## src/rtl/fifo_pkg.sv

```systemverilog
// Shared definitions for the parametrised FWFT FIFO: depth helper and the
// {pop,push} operation encoding used by the occupancy decode.
package fifo_pkg;

    typedef enum logic [1:0] {
        OP_NONE = 2'b00,
        OP_PUSH = 2'b01,
        OP_POP  = 2'b10,
        OP_BOTH = 2'b11
    } fifo_op_e;

    localparam int DEF_ADDR_W = 4;
    localparam int DEPTH      = 1 << DEF_ADDR_W;

    function automatic int fifo_depth(input int addr_w);
        return 1 << addr_w;
    endfunction

endpackage

```

## src/rtl/sync_fifo_param_if.sv

```systemverilog
// Push/pop handshake and status bundle of sync_fifo_param.
interface sync_fifo_param_if #(
    parameter int WIDTH  = 8,
    parameter int ADDR_W = 4
);
    logic              clr;
    logic              push;
    logic [WIDTH-1:0]  push_data;
    logic              pop;
    logic [WIDTH-1:0]  pop_data;
    logic              full;
    logic              empty;
    logic              almost_full;
    logic              almost_empty;
    logic [ADDR_W:0]   count;
    logic              overflow;
    logic              underflow;

    modport master (
        output clr, push, push_data, pop,
        input  pop_data, full, empty, almost_full, almost_empty, count, overflow, underflow
    );

    modport slave (
        input  clr, push, push_data, pop,
        output pop_data, full, empty, almost_full, almost_empty, count, overflow, underflow
    );
endinterface

```

## src/rtl/fifo_mem_2p.sv

```systemverilog
// WIDTH x 2**ADDR_W storage: synchronous write port, asynchronous read port
// so the head word falls through without a read cycle.
module fifo_mem_2p
    import fifo_pkg::*;
#(
    parameter int WIDTH  = 8,
    parameter int ADDR_W = 4
) (
    input  logic              clk,
    input  logic              wr_en,
    input  logic [ADDR_W-1:0] waddr,
    input  logic [WIDTH-1:0]  wdata,
    input  logic [ADDR_W-1:0] raddr,
    output logic [WIDTH-1:0]  rdata
);
    localparam int MEM_DEPTH = fifo_depth(ADDR_W);

    logic [WIDTH-1:0] mem [MEM_DEPTH];

    always_ff @(posedge clk) begin
        if (wr_en) begin
            mem[waddr] <= wdata;
        end
    end

    assign rdata = mem[raddr];
endmodule

```

## src/rtl/sync_fifo_param.sv

```systemverilog
// Single-clock first-word-fall-through FIFO with occupancy count, programmable
// almost-full/almost-empty thresholds, sticky error flags and synchronous flush.
module sync_fifo_param
    import fifo_pkg::*;
#(
    parameter int WIDTH     = 8,
    parameter int ADDR_W    = 4,
    parameter int AF_THRESH = 14,
    parameter int AE_THRESH = 2
) (
    input  logic               clk,
    input  logic               rst,
    sync_fifo_param_if.slave   bus
);
    localparam int CW         = ADDR_W + 1;
    localparam int FIFO_DEPTH = fifo_depth(ADDR_W);
    localparam logic [CW-1:0] AF_C   = CW'(AF_THRESH);
    localparam logic [CW-1:0] AE_C   = CW'(AE_THRESH);
    localparam logic          AF_RST = (AF_THRESH == 0);

    logic [CW-1:0] w_ptr_reg, w_ptr_next;
    logic [CW-1:0] r_ptr_reg, r_ptr_next;
    logic [CW-1:0] count_reg, count_next;
    logic          full_reg, empty_reg, almost_full_reg, almost_empty_reg;
    logic          overflow_reg, underflow_reg;
    logic          wr_acc, rd_acc;
    fifo_op_e      op;

    // A pop against a full FIFO frees the slot the simultaneous push lands in.
    always_comb begin
        wr_acc     = bus.push & (~full_reg | bus.pop);
        rd_acc     = bus.pop & ~empty_reg;
        op         = fifo_op_e'({rd_acc, wr_acc});
        w_ptr_next = w_ptr_reg;
        r_ptr_next = r_ptr_reg;
        count_next = count_reg;
        case (op)
            OP_PUSH: begin
                w_ptr_next = w_ptr_reg + 1'b1;
                count_next = count_reg + 1'b1;
            end
            OP_POP: begin
                r_ptr_next = r_ptr_reg + 1'b1;
                count_next = count_reg - 1'b1;
            end
            OP_BOTH: begin
                w_ptr_next = w_ptr_reg + 1'b1;
                r_ptr_next = r_ptr_reg + 1'b1;
            end
            default: ;
        endcase
    end

    always_ff @(posedge clk or posedge rst) begin
        if (rst) begin
            w_ptr_reg        <= '0;
            r_ptr_reg        <= '0;
            count_reg        <= '0;
            full_reg         <= 1'b0;
            empty_reg        <= 1'b1;
            almost_full_reg  <= AF_RST;
            almost_empty_reg <= 1'b1;
            overflow_reg     <= 1'b0;
            underflow_reg    <= 1'b0;
        end else if (bus.clr) begin
            w_ptr_reg        <= '0;
            r_ptr_reg        <= '0;
            count_reg        <= '0;
            full_reg         <= 1'b0;
            empty_reg        <= 1'b1;
            almost_full_reg  <= AF_RST;
            almost_empty_reg <= 1'b1;
            overflow_reg     <= 1'b0;
            underflow_reg    <= 1'b0;
        end else begin
            w_ptr_reg        <= w_ptr_next;
            r_ptr_reg        <= r_ptr_next;
            count_reg        <= count_next;
            // Wrap bits differ with equal low bits: the writer is a lap ahead.
            full_reg         <= (w_ptr_next[ADDR_W] != r_ptr_next[ADDR_W]) &&
                                (w_ptr_next[ADDR_W-1:0] == r_ptr_next[ADDR_W-1:0]);
            empty_reg        <= (w_ptr_next == r_ptr_next);
            almost_full_reg  <= (count_next >= AF_C);
            almost_empty_reg <= (count_next <= AE_C);
            if (bus.push && full_reg && !bus.pop) begin
                overflow_reg <= 1'b1;
            end
            if (bus.pop && empty_reg) begin
                underflow_reg <= 1'b1;
            end
        end
    end

    fifo_mem_2p #(
        .WIDTH  (WIDTH),
        .ADDR_W (ADDR_W)
    ) u_mem (
        .clk   (clk),
        .wr_en (wr_acc & ~bus.clr),
        .waddr (w_ptr_reg[ADDR_W-1:0]),
        .wdata (bus.push_data),
        .raddr (r_ptr_reg[ADDR_W-1:0]),
        .rdata (bus.pop_data)
    );

    assign bus.full         = full_reg;
    assign bus.empty        = empty_reg;
    assign bus.almost_full  = almost_full_reg;
    assign bus.almost_empty = almost_empty_reg;
    assign bus.count        = count_reg;
    assign bus.overflow     = overflow_reg;
    assign bus.underflow    = underflow_reg;

    initial begin : depth_guard
    end
endmodule
```

## src/flat_wrapper.sv

```systemverilog
// flat-port wrapper written by rule: the top's interface ports become plain ports
module sync_fifo_param_flat import fifo_pkg::*;
#(
    parameter int WIDTH     = 8,
    parameter int ADDR_W    = 4,
    parameter int AF_THRESH = 14,
    parameter int AE_THRESH = 2
)
  (clk, rst, bus_clr, bus_push, bus_push_data, bus_pop, bus_pop_data, bus_full, bus_empty, bus_almost_full, bus_almost_empty, bus_count, bus_overflow, bus_underflow);
  sync_fifo_param_if #(.WIDTH(WIDTH), .ADDR_W(ADDR_W)) bus_i ();
  input  logic clk;
  input  logic rst;
  input wire logic [$bits(bus_i.clr)-1:0] bus_clr;
  input wire logic [$bits(bus_i.push)-1:0] bus_push;
  input wire logic [$bits(bus_i.push_data)-1:0] bus_push_data;
  input wire logic [$bits(bus_i.pop)-1:0] bus_pop;
  output wire logic [$bits(bus_i.pop_data)-1:0] bus_pop_data;
  output wire logic [$bits(bus_i.full)-1:0] bus_full;
  output wire logic [$bits(bus_i.empty)-1:0] bus_empty;
  output wire logic [$bits(bus_i.almost_full)-1:0] bus_almost_full;
  output wire logic [$bits(bus_i.almost_empty)-1:0] bus_almost_empty;
  output wire logic [$bits(bus_i.count)-1:0] bus_count;
  output wire logic [$bits(bus_i.overflow)-1:0] bus_overflow;
  output wire logic [$bits(bus_i.underflow)-1:0] bus_underflow;
  assign bus_i.clr = bus_clr;
  assign bus_i.push = bus_push;
  assign bus_i.push_data = bus_push_data;
  assign bus_i.pop = bus_pop;
  assign bus_pop_data = bus_i.pop_data;
  assign bus_full = bus_i.full;
  assign bus_empty = bus_i.empty;
  assign bus_almost_full = bus_i.almost_full;
  assign bus_almost_empty = bus_i.almost_empty;
  assign bus_count = bus_i.count;
  assign bus_overflow = bus_i.overflow;
  assign bus_underflow = bus_i.underflow;
  sync_fifo_param #(.WIDTH(WIDTH), .ADDR_W(ADDR_W), .AF_THRESH(AF_THRESH), .AE_THRESH(AE_THRESH)) u_core (.clk(clk), .rst(rst), .bus(bus_i));
endmodule
```

## config.mk

```make
export PLATFORM = sky130hd
export DESIGN_NAME = sync_fifo_param_flat
export DESIGN_NICKNAME = d
export VERILOG_FILES = /design/src/rtl/fifo_pkg.sv /design/src/rtl/sync_fifo_param_if.sv /design/src/rtl/fifo_mem_2p.sv /design/src/rtl/sync_fifo_param.sv /design/src/flat_wrapper.sv
export SDC_FILE = /design/constraint.sdc
export NUM_CORES = 1
export LEC_CHECK = 0
export ABC_AREA = 1
export CAP_MARGIN = 20
export CORE_MARGIN = 2
export CORE_UTILIZATION = 60
export DETAILED_ROUTE_END_ITERATION = 7
export HOLD_SLACK_MARGIN = 0.02
export PLACE_DENSITY_LB_ADDON = 0.25
export SKIP_LAST_GASP = 1
export SLEW_MARGIN = 25
export SYNTH_ARGS = -nofsm -noshare
export SYNTH_HDL_FRONTEND = slang
export SYNTH_HIERARCHICAL = 1
export SYNTH_SLANG_ARGS = --single-unit
```

## constraint.sdc

```tcl
create_clock -name clk -period 2.5 [get_ports clk]
set_input_delay 0.25 -clock clk [delete_from_list [all_inputs] [get_ports clk]]
set_output_delay 0.25 -clock clk [all_outputs]
set_load 0.01 [all_outputs]
```

* Word-level counts from Yosys, hierarchy flattened
Memory sizes are Yosys's and may differ from the RTL's.
Index checks and enable logic that the tools add are counted.
** Word-level totals
- Word-level logic and storage cells :: 54
- Register bits :: 21
- Output and inout bits :: 19
- Latch bits :: 0
- Input bits :: 13
- Memory bits (read-only) :: 0
- Memories kept :: 1
- Memory bits (writable) :: 128
** Memory list
- u_core.u_mem.mem :: words 16, width 8, rd ports 1, clocked after memory_dff 0, wr ports 1, RTL line fifo_mem_2p.sv:18 : logic [WIDTH-1:0] mem [MEM_DEPTH];
** Cells by class
- Add/sub/neg operators :: 4
- Shifts and indexed selects :: 0
- Bitwise logic cells :: 7
- $lt $le $gt $ge :: 2
- Div/mod/pow operators :: 0
- Equal/unequal tests :: 6
- Mux-type cells :: 16
- Multiply operators :: 0
- Reduce and logical (&&, ||, !) cells :: 9
** Operator list (count)
- $mux 5 :: 5
- $add 5x1->5 const B :: 3
- $mux 1 :: 10
- $pmux 5 s2 :: 1
- $eq 5x5->1 :: 1
- $ge 5x4->1 const B :: 1
- $le 5x2->1 const B :: 1
- $sub 5x1->5 const B :: 1
- $eq 2x2->1 const B :: 2
- $eq 4x4->1 :: 1
- $logic_and 1x1->1 :: 4
- $reduce_bool 2->1 :: 2
- $reduce_or 2->1 :: 2
- $and 1x1->1 :: 3
- $not 1->1 :: 3
- $eq 2x1->1 const B :: 1
- $logic_not 1->1 :: 1
- $ne 1x1->1 :: 1
- $or 1x1->1 :: 1

* Depth between registers and ports, before layout
- Depth after elaboration :: 9
- Depth in mapped cells :: 17
- Gate-level depth less buffers :: 17

* By module
The synthesis kept the hierarchy.
** By module, submodules not included
- fifo_mem_2p :: sequential area each 3843.7 um^2, area an instance 5606.6 um^2, cells each 543, times used 1
- sync_fifo_param :: sequential area each 528.0 um^2, area an instance 1375.1 um^2, cells each 190, times used 1

* Worst setup path before layout
Ideal clock, no wire load.
- Path kind :: reg-to-reg
- Start :: register u_core.empty_reg, in the netlist u_core/bus.empty
- End :: register u_core.almost_empty_reg, in the netlist u_core/bus.almost_empty
- Path buffers :: 0
- Stages on the path, launching flop included :: 16
- Slack :: 0.538 ns
- Data required time :: 2.422 ns
- Library setup time :: 0.078 ns
- Arrival time :: 1.884 ns
- Clock period less this slack :: 1.962 ns
- Cell sequence :: dfstp_2 > nor2_8 > ha_1 > nand2_1 > inv_1 > nor2_1 > ha_1 > inv_1 > nand2_1 > nand3_1 > nand2_1 > nand3_1 > nand2_1 > inv_1 > nor2_1 > nor2_1
** Between the ends
- Cells in the longest elaborated chain, start to end :: 6
- Elaborated cells between the ends (all ways) :: 7
- Classes of those cells :: order compare (1); eq/ne (2); mux (2); bitwise (2)
** RTL lines
- from (decl) :: RTL line sync_fifo_param.sv:24 : logic full_reg, empty_reg, almost_full_reg, almost_empty_reg;
- from (signal assigned) :: RTL line sync_fifo_param.sv:82 : empty_reg <= (w_ptr_next == r_ptr_next);
- $not 1->1 (*) :: RTL line sync_fifo_param.sv:32 : rd_acc = bus.pop & ~empty_reg;
- $and 1x1->1 (*) :: RTL line sync_fifo_param.sv:32
- $eq 2x2->1 or $eq 2x1->1 (tied branches) :: RTL line sync_fifo_param.sv:37 : case (op)
- $pmux 5 s2 (*) :: RTL line sync_fifo_param.sv:37
- $le 5x2->1 (*) :: RTL line sync_fifo_param.sv:84 : almost_empty_reg <= (count_next <= AE_C);
- $mux 1 (*) :: RTL line sync_fifo_param.sv:65 : end else if (bus.clr) begin
- to (signal assigned) :: RTL line sync_fifo_param.sv:84
- to (decl) :: RTL line sync_fifo_param.sv:24
Every way passes the cells marked *; elsewhere a longest branch is shown, timed or not.
A chain may end at the register's enable or synchronous reset.

* Worst setup path in the final report
- Start :: register u_core.r_ptr_reg[0]
- End :: output bus_pop_data[4]
** Between the ends
- Cells in the longest elaborated chain, start to end :: 1
** RTL lines
- from (decl) :: RTL line sync_fifo_param.sv:22 : logic [CW-1:0] r_ptr_reg, r_ptr_next;
- from (signal assigned) :: RTL line sync_fifo_param.sv:77 : r_ptr_reg <= r_ptr_next;
- $mem_v2 16x8
- to (decl) :: RTL line flat_wrapper.sv:17 : output wire logic [$bits(bus_i.pop_data)-1:0] bus_pop_data;
No other way between the ends.

==> flow_summary.ini <==
[placement]
placed_area_um2 = 7520
dp_hpwl_mm = 9.49
io_buffers = 31
gp_congestion = 0.869

[worst_setup_path]
ff2ff_setup_slack_ps = 300
end_kind = output pin
startpoint_type = flop
critPathRequiredTime_ps = 2250
r2r_end = u_core/bus.almost_empty
r2r_start = u_core/bus.full
rr_worst_depth = 16
worst-setup-path-type = reg -> out
crit_fanout = 16
cp.arrival_ps = 2210

[clock_tree]
clk_pin_slew_worst_paths_ps = 60
cts_buffer_depth = 2
numCtsBuffers = 17
htreeDepth = 4
postCtsHoldBufs = 0
root_buffer = clkbuf_16
clock_latency_ps = 430
cts_tree = built
cts_setup_buffers = 0
cts_sinks = 149

[sta]
hold_viol = 0
finalCritPeriodShare = 0.984
slew_violations = 0
worstMarginPinSlew_ps = 853
fmax_ghz = 0.406
rsz0062_at_grt = yes
slew_headroom = 0.431
layout_min_cycle_time_ps = 2460
setup_viol = 0
fin_skew_ps = 5.23

[global_routing]
grt_use_total = 0.275
antenna_found_initial = 0
grt_pass1_wl_mm = 26.0
overflow = 0
grt_pass1_vias = 5176
grt_max_degree = 37

[final_layout]
diodes = 0
area.sequential_um2 = 4370
fillers = 804
multi_input_area_um2 = 1950
areaGrowthSynthToFinish_pct = 16.6
nNetsFinal = 803
drive_gt1_frac = 0.109
top_register = u_core/u_mem/mem
fin_area_um2 = 8140
largest_register_ff_count = 128

[yosys]
ys.flop_type = edfxtp_1
syn_nets = 751
yosysWarnings = 6
synth_cell_types = 33
synth_edf_count = 128
ys_async_sr_fraction = 0.141
ys_ff_latch = 149
syn_area_um2 = 6980
syn_area_per_cell_um2 = 9.52
seq_area_frac_synth = 0.626
syn_inst = 733

[floorplanning]
core.rowCount = 39
initial_utilization = 0.614
die_area_um2 = 12500
die_w_um = 112
ios = 32
core_um2 = 11400
die_y_um = 112

[outcome]
status = complete, no violations

[route]
dr.pass1.iters = 5
wl_per_cell_um = 17.2
wl_mm = 16.2
vias = 5140
routed_via_density = 5.47
ant_nets = 0
drc = 0
drt-initial-drc-count = 445

[power_and_ir_drop]
vdd_drop_max_mv = 0.695
leakagePower_nw = 3.65
pwr_density_cell_nw_per_um2 = 705
fin_total_pwr_w = 0.00574

[min_path]
worstHoldPathType = in -> async

[run]
max-cap-violations = 0
logic make-up after synthesis:
| kind of cell | Yosys count | synth area share |
|---|---|---|
| and+or+nand+nor | 408 | 0.253 |
| buffers and inverters | 157 | 0.0953 |
| DFF | 149 | 0.626 |
| AOI/OAI and AO/OA | 7 | 0.00735 |
| xor gates and xnor gates | 6 | 0.00753 |
| adders and majority gates | 5 | 0.00896 |
| muxes | 1 | 0.00143 |
metal layers:
layer  vias to the layer above  part of all wire  track usage
met5                         -                 0            0
met4                         0             0.036        0.151
met2                       241              0.49        0.434
li1                       2442                 -            -
met3                        54             0.066       0.0555
met1                      2403              0.41        0.361
report_power, final:
group,internal (W),switching [W],total (W)
sequential,0.00276,0.0000412,0.00280
clock,0.00135,0.000940,0.00229
combinational,0.000250,0.000402,0.000652
total,0.00435,0.00138,0.00574
through the flow:
stage	utilization	std cells	setup TNS [ps]	hold slack, ps	setup slack [ps]
finish	0.716	940	0	300	39.9
global route	0.716	940	-52.8	369	-52.8
CTS	0.714	940	-44.6	314	-12.7
detailed placement	0.661	907	-1.29	503	-1.29
global placement	0.661	907	0	488	134
floorplan	-	733	0	225	538
worst max-delay path by stage:
stage	from	end	depth (start not counted)	slack, ps
floorplan	u_core/bus.empty	u_core/bus.almost_empty	15	540
global placement	bus_pop	u_core/bus.almost_empty	18	130
detailed placement	bus_pop	u_core/bus.almost_empty	18	-1
CTS	u_core/r_ptr_reg[0]	bus_pop_data[5]	8	-10
global route	u_core/r_ptr_reg[0]	bus_pop_data[4]	8	-50
finish	u_core/r_ptr_reg[0]	bus_pop_data[4]	9	40
worst max-delay path: stages (launching register included):
cell and delay [ps]:
dfrtp_2 440, inv_4 120, buf_12 170, nand2_1 60
nand2_1 60, nand2_1 70, nand3_1 110, nand3_1 110
nand2_1 110, clkdlybuf4s50_1 530
synthesized netlist by cell type, types with 5 or more instances:
library cell    n  area [µm²]
buf_2          13        65.1
buf_6           6        67.6
dfrtp_1        19         475
edfxtp_1      128        3840
ha_1            5        62.6
inv_1         124         465
inv_2           7        26.3
nand2_1       228         856
nand2_2        12        75.1
nand3_1       113         566
nor2_1         41         154
xor2_1          5        43.8
final cells by class:
class	count	share of cell area
sequential	149	0.537
clock inverter	10	0.0105
tap	143	0.0220
clock buffer	21	0.0541
multi-input combinational	427	0.240
inverter	131	0.0607
timing repair buffer	59	0.0753
placed cells by master (no fill, tap or decap), types with 3 or more instances in the layout:
cell	count
xor2_1	5
dlymetal6s2s_1	4
clkinvlp_4	3
nand2_1	228
clkdlybuf4s50_1	25
nand3_1	111
inv_1	124
nor2_1	41
clkbuf_16	17
nand2_2	12
nand4_1	4
inv_2	6
clkinv_2	4
clkbuf_1	4
buf_4	21
dfrtp_1	17
ha_1	5
edfxtp_1	128
repair_timing:
item | CTS | global route
resized for setup | 5 | 10
pin swaps | 0 | 0
setup endpoints to repair | 7 | 6
gates cloned | 2 | 0
Power figures use the tool's default switching activity.
